<file path="src/rtl/wb_mem_responder.sv">
// wb_mem_responder: Wishbone B4 slave memory model for the sim/formal harness.
// Responds with a bounded number of wait states, supports classic cycles and
// linear incrementing bursts, returns err outside its address window, and
// keeps a sticky flag for master-side protocol violations.
module wb_mem_responder #(
    parameter int unsigned DEPTH    = 16,
    parameter logic [31:0] BASE     = 32'h2000,
    parameter int unsigned MAX_WAIT = 3
) (
    input  logic        clock,
    input  logic        resetn,
    input  logic [29:0] wb_adr,
    input  logic [31:0] wb_dat_w,
    input  logic [3:0]  wb_sel,
    input  logic        wb_cyc,
    input  logic        wb_stb,
    input  logic        wb_we,
    input  logic [2:0]  wb_cti,
    input  logic [1:0]  wb_bte,
    input  logic [2:0]  wait_cfg,
    output logic [31:0] wb_dat_r,
    output logic        wb_ack,
    output logic        wb_err,
    output logic        proto_err
);

    localparam int unsigned AW      = $clog2(DEPTH);
    localparam logic [29:0] BASE_W  = BASE[31:2];
    localparam logic [29:0] LIMIT_W = BASE_W + 30'(DEPTH);
    localparam logic [2:0]  MAXW    = 3'(MAX_WAIT);
    localparam logic [AW:0] PTR_ONE = 1;

    typedef enum logic [1:0] {
        S_IDLE,
        S_WAIT,
        S_RESP,
        S_BURST
    } state_t;

    state_t        state_q, state_d;
    logic [2:0]    wcnt_q, wcnt_d;
    // Burst pointer carries one extra bit so running off the end is visible.
    logic [AW:0]   ptr_q, ptr_d;
    logic          ack_q, ack_d;
    logic          err_q, err_d;
    logic [31:0]   dat_q, dat_d;
    logic          proto_q, proto_d;

    // Request fields captured at accept; only meaningful outside IDLE.
    logic [29:0]   adr_q;
    logic          we_q;
    logic [3:0]    sel_q;
    logic [31:0]   wdat_q;
    logic          burst_q;
    logic          inr_q;

    logic [31:0]   mem_q [DEPTH];

    logic          lat_en;
    logic          adr_in_range;
    logic          burst_mode;
    logic          mem_we;
    logic [AW-1:0] mem_idx;
    logic [31:0]   mem_wdat;
    logic [3:0]    mem_wsel;

    assign adr_in_range = (wb_adr >= BASE_W) && (wb_adr < LIMIT_W);

    // Next-state, response and memory-write decode.
    always_comb begin
        state_d    = state_q;
        wcnt_d     = wcnt_q;
        ptr_d      = ptr_q;
        ack_d      = 1'b0;
        err_d      = 1'b0;
        dat_d      = '0;
        proto_d    = proto_q;
        lat_en     = 1'b0;
        burst_mode = 1'b0;
        mem_we     = 1'b0;
        mem_idx    = adr_q[AW-1:0];
        mem_wdat   = wdat_q;
        mem_wsel   = sel_q;

        if (wb_stb && !wb_cyc) begin
            proto_d = 1'b1;
        end

        case (state_q)
            S_IDLE: begin
                if (wb_cyc && wb_stb) begin
                    lat_en  = 1'b1;
                    wcnt_d  = (wait_cfg > MAXW) ? MAXW : wait_cfg;
                    state_d = S_WAIT;
                end
            end
            S_WAIT: begin
                if (!wb_cyc) begin
                    state_d = S_IDLE;
                    wcnt_d  = '0;
                end else begin
                    if (!wb_stb) begin
                        proto_d = 1'b1;
                    end else if ((wb_adr != adr_q) || (wb_we != we_q) || (wb_sel != sel_q)) begin
                        proto_d = 1'b1;
                    end
                    if (wcnt_q != 3'd0) begin
                        wcnt_d = wcnt_q - 3'd1;
                    end else begin
                        // The response edge: ack/err rise and a write lands together.
                        state_d = S_RESP;
                        ptr_d   = {1'b0, adr_q[AW-1:0]} + PTR_ONE;
                        if (inr_q) begin
                            ack_d = 1'b1;
                            if (we_q) begin
                                mem_we = 1'b1;
                            end else begin
                                dat_d = mem_q[adr_q[AW-1:0]];
                            end
                        end else begin
                            err_d = 1'b1;
                        end
                    end
                end
            end
            S_RESP: begin
                if (wb_cyc && burst_q && inr_q) begin
                    burst_mode = 1'b1;
                end else begin
                    state_d = S_IDLE;
                end
            end
            S_BURST: begin
                if (wb_cyc) begin
                    burst_mode = 1'b1;
                end else begin
                    state_d = S_IDLE;
                end
            end
            default: begin
                state_d = S_IDLE;
            end
        endcase

        // Zero-wait burst beats: each strobed cycle is answered at the pointer.
        if (burst_mode) begin
            state_d = S_BURST;
            if (wb_stb) begin
                if (ptr_q[AW]) begin
                    err_d   = 1'b1;
                    state_d = S_IDLE;
                end else begin
                    ack_d = 1'b1;
                    ptr_d = ptr_q + PTR_ONE;
                    if (wb_we) begin
                        mem_we   = 1'b1;
                        mem_idx  = ptr_q[AW-1:0];
                        mem_wdat = wb_dat_w;
                        mem_wsel = wb_sel;
                    end else begin
                        dat_d = mem_q[ptr_q[AW-1:0]];
                    end
                    if (wb_cti == 3'b111) begin
                        state_d = S_IDLE;
                    end
                end
            end
        end
    end

    // Control state and registered outputs, cleared asynchronously.
    always_ff @(posedge clock or negedge resetn) begin
        if (!resetn) begin
            state_q <= S_IDLE;
            wcnt_q  <= '0;
            ptr_q   <= '0;
            ack_q   <= 1'b0;
            err_q   <= 1'b0;
            dat_q   <= '0;
            proto_q <= 1'b0;
        end else begin
            state_q <= state_d;
            wcnt_q  <= wcnt_d;
            ptr_q   <= ptr_d;
            ack_q   <= ack_d;
            err_q   <= err_d;
            dat_q   <= dat_d;
            proto_q <= proto_d;
        end
    end

    // Capture the accepted request for the wait/response phase.
    always_ff @(posedge clock) begin
        if (lat_en) begin
            adr_q   <= wb_adr;
            we_q    <= wb_we;
            sel_q   <= wb_sel;
            wdat_q  <= wb_dat_w;
            burst_q <= (wb_cti == 3'b010) && (wb_bte == 2'b00);
            inr_q   <= adr_in_range;
        end
    end

    // Byte-lane memory write; contents survive reset.
    always_ff @(posedge clock) begin
        if (mem_we) begin
            for (int b = 0; b < 4; b++) begin
                if (mem_wsel[b]) begin
                    mem_q[mem_idx][8*b +: 8] <= mem_wdat[8*b +: 8];
                end
            end
        end
    end

    assign wb_dat_r  = dat_q;
    assign wb_ack    = ack_q;
    assign wb_err    = err_q;
    assign proto_err = proto_q;

endmodule

</file>
<file path="config.mk">
export PLATFORM = sky130hd
export DESIGN_NAME = wb_mem_responder
export DESIGN_NICKNAME = d
export VERILOG_FILES = /design/src/rtl/wb_mem_responder.sv
export SDC_FILE = /design/constraint.sdc
export NUM_CORES = 1
export LEC_CHECK = 0
export BUFFER_PORTS_ARGS = -buffer_cell sky130_fd_sc_hd__buf_2
export CAP_MARGIN = 20
export CELL_PAD_IN_SITES_DETAIL_PLACEMENT = 0
export CELL_PAD_IN_SITES_GLOBAL_PLACEMENT = 1
export CORE_UTILIZATION = 45
export DETAILED_ROUTE_END_ITERATION = 10
export PLACE_DENSITY = 0.71
export SYNTH_ARGS = -nofsm -noshare
export SYNTH_HDL_FRONTEND = slang
export SYNTH_SLANG_ARGS = --single-unit
</file>
<file path="constraint.sdc">
create_clock -name clock -period 12.65 [get_ports clock]
set_input_delay 1.265 -clock clock [delete_from_list [all_inputs] [get_ports clock]]
set_output_delay 1.265 -clock clock [all_outputs]
set_load 0.02 [all_outputs]
</file>
==> Word-level counts from Yosys, hierarchy flattened <==
Memory sizes are Yosys's and may differ from the RTL's. A register that Yosys moved wholly into a read port is not among the register bits.
Cells that the tools add are included.
{ "word_totals": {"latchBits": 0, "ram_bits": 512, "register_bits": 114, "mem_count": 1, "input_bits": 79, "mem_bits_ro": 0} }
{ "op_classes": {"div_mod_pow": 0, "addsub": 3, "n_lt_le_gt_ge": 3, "n_mul": 0, "n_eq_ne": 14, "shifts": 0, "n_mux": 88, "reduce_logical": 15, "bitwise": 0} }
{ "mem_list": {"columns": ["name", "depth", "word_bits", "read_ports", "rd_ports_with_merged_regs", "write_ports", "line_no", "source"], "rows": [
  ["mem_q", 16, 32, 2, 1, 1, "57", "logic [31:0] mem_q [DEPTH];"]
]} }
{ "ops": {"columns": ["op", "n"], "rows": [
  ["2-to-1 mux 32 bit", 13],
  ["2-to-1 mux 1 bit", 44],
  ["2-to-1 mux 4 bit", 9],
  ["greater-or-equal comparator 30 x 12 -> 1 bit, second input constant", 1],
  ["less-than comparator 30 x 12 -> 1 bit, second input constant", 1],
  ["2-to-1 mux 5 bit", 6],
  ["!= test 30 bit", 1],
  ["2-to-1 mux 2 bit", 9],
  ["2-to-1 mux 3 bit", 4],
  ["!= test 3 bit, second input constant", 4],
  ["one-hot mux 2 bit (4 select lines)", 1],
  ["logical AND 1 bit", 6],
  ["one-hot mux 3 bit (2 select lines)", 1],
  ["adder 4 x 1 -> 5 bit, second input constant", 1],
  ["adder 5 x 1 -> 5 bit, second input constant", 1],
  ["== test 2 bit, second input constant", 2],
  ["zero test 2 bit", 2],
  ["!= test 4 bit", 1],
  ["!= test 4 bit, second input constant", 1],
  ["AND reduction 4 bit", 1],
  ["== test 3 x 2 -> 1 bit, second input constant", 1],
  ["== test 3 bit, second input constant", 1],
  ["> comparator 3 x 2 -> 1 bit, second input constant", 1],
  ["AND reduction 3 bit", 1],
  ["other kinds (9)", 10]
]} }

==> Depth between registers and ports, before layout <==
{ "logic_depth": {"depth_word": 11, "ltp_mapped": 10, "mapped_depth_nobuf": 7} }

==> Worst setup path before layout <==
OpenSTA, ideal clock, no wires.
{ "synth_path": {"path_kind": "in2reg", "start": "in wb_cyc", "end": "reg (tool-made name)", "arrival_ps": 7080, "setup_time_ps": 83, "slack_ps": 5487, "cell_stages": 3, "cell_sequence": "nand2_1 nor3_1 mux2_2"} }
{ "synth_rtl": {"columns": ["element", "line_no", "source"], "rows": [
  ["from (decl)", "15", "input logic wb_cyc,"]
]} }

==> Worst setup path in the final report <==
{ "layout_path": {"start": "reg ptr_q[0]", "end": "reg dat_q[19] (netlist: wb_dat_r[19])"} }
{ "layout_via": {"elab_chain_len": 5} }
{ "layout_rtl": {"columns": ["element", "line_no", "source"], "rows": [
  ["from (decl)", "43", "logic [AW:0] ptr_q, ptr_d;"],
  ["from (signal assigned)", "184", "ptr_q <= ptr_d;"],
  ["memory (16 x 32 bit)", null, null],
  ["2-to-1 mux 32 bit", "155", "if (wb_we) begin"],
  ["2-to-1 mux 32 bit", "149", "if (ptr_q[AW]) begin"],
  ["2-to-1 mux 32 bit", "148", "if (wb_stb) begin"],
  ["2-to-1 mux 32 bit", "146", "if (burst_mode) begin"],
  ["named net dat_d[19]", "46", "logic [31:0] dat_q, dat_d;"],
  ["to (signal assigned)", "187", "dat_q <= dat_d;"],
  ["to (decl)", "46", null]
]} }
The timed path passes the listed nets, and every way through them passes these cells.
A chain may end at the register's enable or synchronous reset.

==> results_dict.tcl <==
set metrics [dict create \
    status "complete, no violations" \
    dp_hpwl_um 48200 \
    drive_above_1_share 0.263 \
    ys_seq_elements 630 \
    power.density_nw_per_um2 179 \
    path_cells "buf_4 -> buf_4 -> mux4_2 -> mux2i_1 -> nor2_1 -> a21oi_1 -> o32ai_1" \
    io_buffers 113 \
    cts_inserted_buffers 69 \
    r2r_slack_ps 8470 \
    die_width_um 257 \
    yosys.area.top_type_share 0.599 \
    area_delta_synth_final_pct 12.4 \
    die_y_um 257 \
    worst_path_max_delay_cell "dfrtp_4" \
    io_pins 114 \
    max_cap_violations 0 \
    critPathBufInv 2 \
    critPathRequiredTime_ps 13100 \
    setup_viol 0 \
    hold_ws_ps 511 \
    synth.area.top_cells "edfxtp_1 60%, mux4_2 15%, mux2i_1 5.4%, dfrtp_1 3.9%, a22oi_1 1.6%" \
    ir_drop_mv 0.113 \
    synth_ff_type "edfxtp_1" \
    cpPeakStageDelay_ps 1000 \
    tns_ps 0 \
    cts-root-buf "clkbuf_16" \
    min_period_over_period 0.331 \
    wl_per_cell_um 28.6 \
    crit_top_cell "buf_4" \
    max_freq_ghz 0.239 \
    seqCellArea_um2 18700 \
    first_global_vias 17400 \
    grtUsageTotal 0.240 \
    ys_async_sr_fraction 0.0714 \
    final_common_cell "edfxtp_1" \
    worst-path-max-fanout 48 \
    ctsLongestPathBuffers 3 \
    post-cts-setup-buffers 0 \
    finalNetCount 1912 \
    synth_cell_types 49 \
    synth-warning-count 0 \
    die_area_um2 65800 \
    slew-limit-headroom 0.205 \
    first_iter_violations 1541 \
    postSynthAreaPerCell_um2 16.7 \
    grt_max_degree 140 \
    drc 0 \
    slew_viol_final 0 \
    rows 92 \
    routabilityCongestion 0.817 \
    dr.pass1.iters 5 \
    routed_via_density 6.19 \
    grt.overflow.total 0 \
    rsz0062_at_grt "false" \
    vias 16900 \
    antennaDiodeCount 0 \
    cts_tree "done" \
    h-tree-depth 3 \
    syn_area_um2 29100 \
    ys_seq_area_frac 0.640 \
    cp-end-kind "flop" \
    crit_path_start_kind "flop" \
    final_cell_mix "581 x edfxtp_1, 195 x mux4_2, 158 x mux2i_1" \
    synth_top_cell_by_area "edfxtp_1" \
    arrival_ps 4630 \
    crit_family "buffers and inverters" \
    grt_pass1_wl_um 116000 \
    finalHoldViolations 0 \
    routed_wl_um 78100 \
    finalCriticalPeriod_ps 4180 \
    clk_latency_ps 610 \
    antenna_found_initial 1 \
    hp-class "flop to flop" \
    antenna_left 0 \
    cts.hold.buffers_added 0 \
    syn_nets 1833 \
    tightest_slew_ps 1190 \
    leakage_nw 11.0 \
    synth_edf_count 581 \
    clk_pin_slew_ps 60 \
    synthCells 1750 \
    cts_resized 0 \
    start_util 0.459 \
    crit_type "flop to flop" \
    cts_sinks 630 \
    fin_skew_ps 21.8 \
    multi_input_area_um2 9940 \
    fp.coreArea_um2 63500 \
    fillers 5183 \
]
-- metrics by stage --
stage          utilization  area [µm²]  setup WS [ps]  power [mW]  instances
2_1_floorplan            -       29100           5490        3.50       1750
3_3_place_gp         0.479       30400           8060        3.86       2600
3_5_place_dp         0.479       30500           8080        3.88       2602
4_1_cts              0.515       32700           8300        5.90       2726
5_1_grt              0.515       32700           8050        6.06       2728
6_report             0.515       32700           8470        5.86       2728
-- flip-flops by register name (all words and copies together), names as in the netlist, 2 cells and up, named ones only --
| name | count |
|---|---|
| wb_dat_r | 32 |
| wcnt_q | 3 |
| wdat_q | 32 |
| ptr_q | 5 |
| mem_q | 512 |
| state_q | 2 |
| sel_q | 4 |
| adr_q | 30 |
-- cells in the mapped netlist, drive strengths merged (3+ instances only) --
| cell type | instances |
|---|---|
| a21oi | 34 |
| a31oi | 13 |
| nand2 | 114 |
| a22oi | 66 |
| xor2 | 35 |
| edfxtp | 581 |
| mux4 | 195 |
| dfrtp | 45 |
| o22ai | 3 |
| nand4 | 7 |
| a211oi | 31 |
| mux2 | 37 |
| ha | 4 |
| dfxtp | 4 |
| nand2b | 9 |
| buf | 64 |
| o32ai | 31 |
| and2 | 3 |
| mux2i | 158 |
| clkbuf | 66 |
| nand3 | 6 |
| nor2b | 39 |
| nor2 | 104 |
| nor4 | 20 |
| nor3 | 14 |
| inv | 5 |
| o21ai | 14 |
| a21boi | 31 |
-- logic make-up after synthesis --
family	count (synthesis)	synth area share
AOI/OAI and AO/OA	230	0.0567
xor gates and xnor gates	37	0.0111
adders and majority gates	4	0.00172
buffers and inverters	136	0.0210
DFF	630	0.640
muxes	390	0.219
and+or+nand+nor	323	0.0504
-- per-layer routing --
metal | vias up | part of all wire | wire, µm | global-route usage
met5 | - | 0.00017 | 13 | 0
met4 | 2 | 0.027 | 2110 | 0.0790
met3 | 131 | 0.074 | 5780 | 0.0413
met2 | 731 | 0.48 | 37700 | 0.386
met1 | 8773 | 0.42 | 32500 | 0.332
li1 | 7239 | - | - | -
-- worst register-to-register path, stage by stage, from the launching register on --
cell     delay, ps
dfrtp_4       1000
buf_4          910
buf_4          930
mux4_2         630
mux2i_1        190
nor2_1         120
a21oi_1        170
o32ai_1         90
-- final cells by class --
cell class,count,area share
tap,846,0.0323
clock inverter,20,0.00707
clock buffer,104,0.0624
sequential,630,0.570
multi-input combinational,984,0.303
timing repair buffer,138,0.0237
inverter,6,0.000688
-- report_power, final --
part | leakage, nW | internal (mW) | switching [mW]
sequential | 5.88 | 2.33 | 0.178
combinational | 4.00 | 0.664 | 0.666
clock | 1.11 | 1.22 | 0.808
total | 11.0 | 4.21 | 1.65
-- path summary, 6_finish.rpt --
path / start / depth (start not counted) / end
setup / recovery: ptr_q[0] / 7 / wb_dat_r[19]
hold / removal: wcnt_q[2] / 2 / wcnt_q[2]
setup reg to reg: ptr_q[0] / 7 / wb_dat_r[19]
hold reg to reg: wcnt_q[2] / 2 / wcnt_q[2]
max in group asynchronous: resetn / 2 / ptr_q[0]
min in group asynchronous: resetn / 2 / wcnt_q[0]
Power figures use the tool's default switching activity.
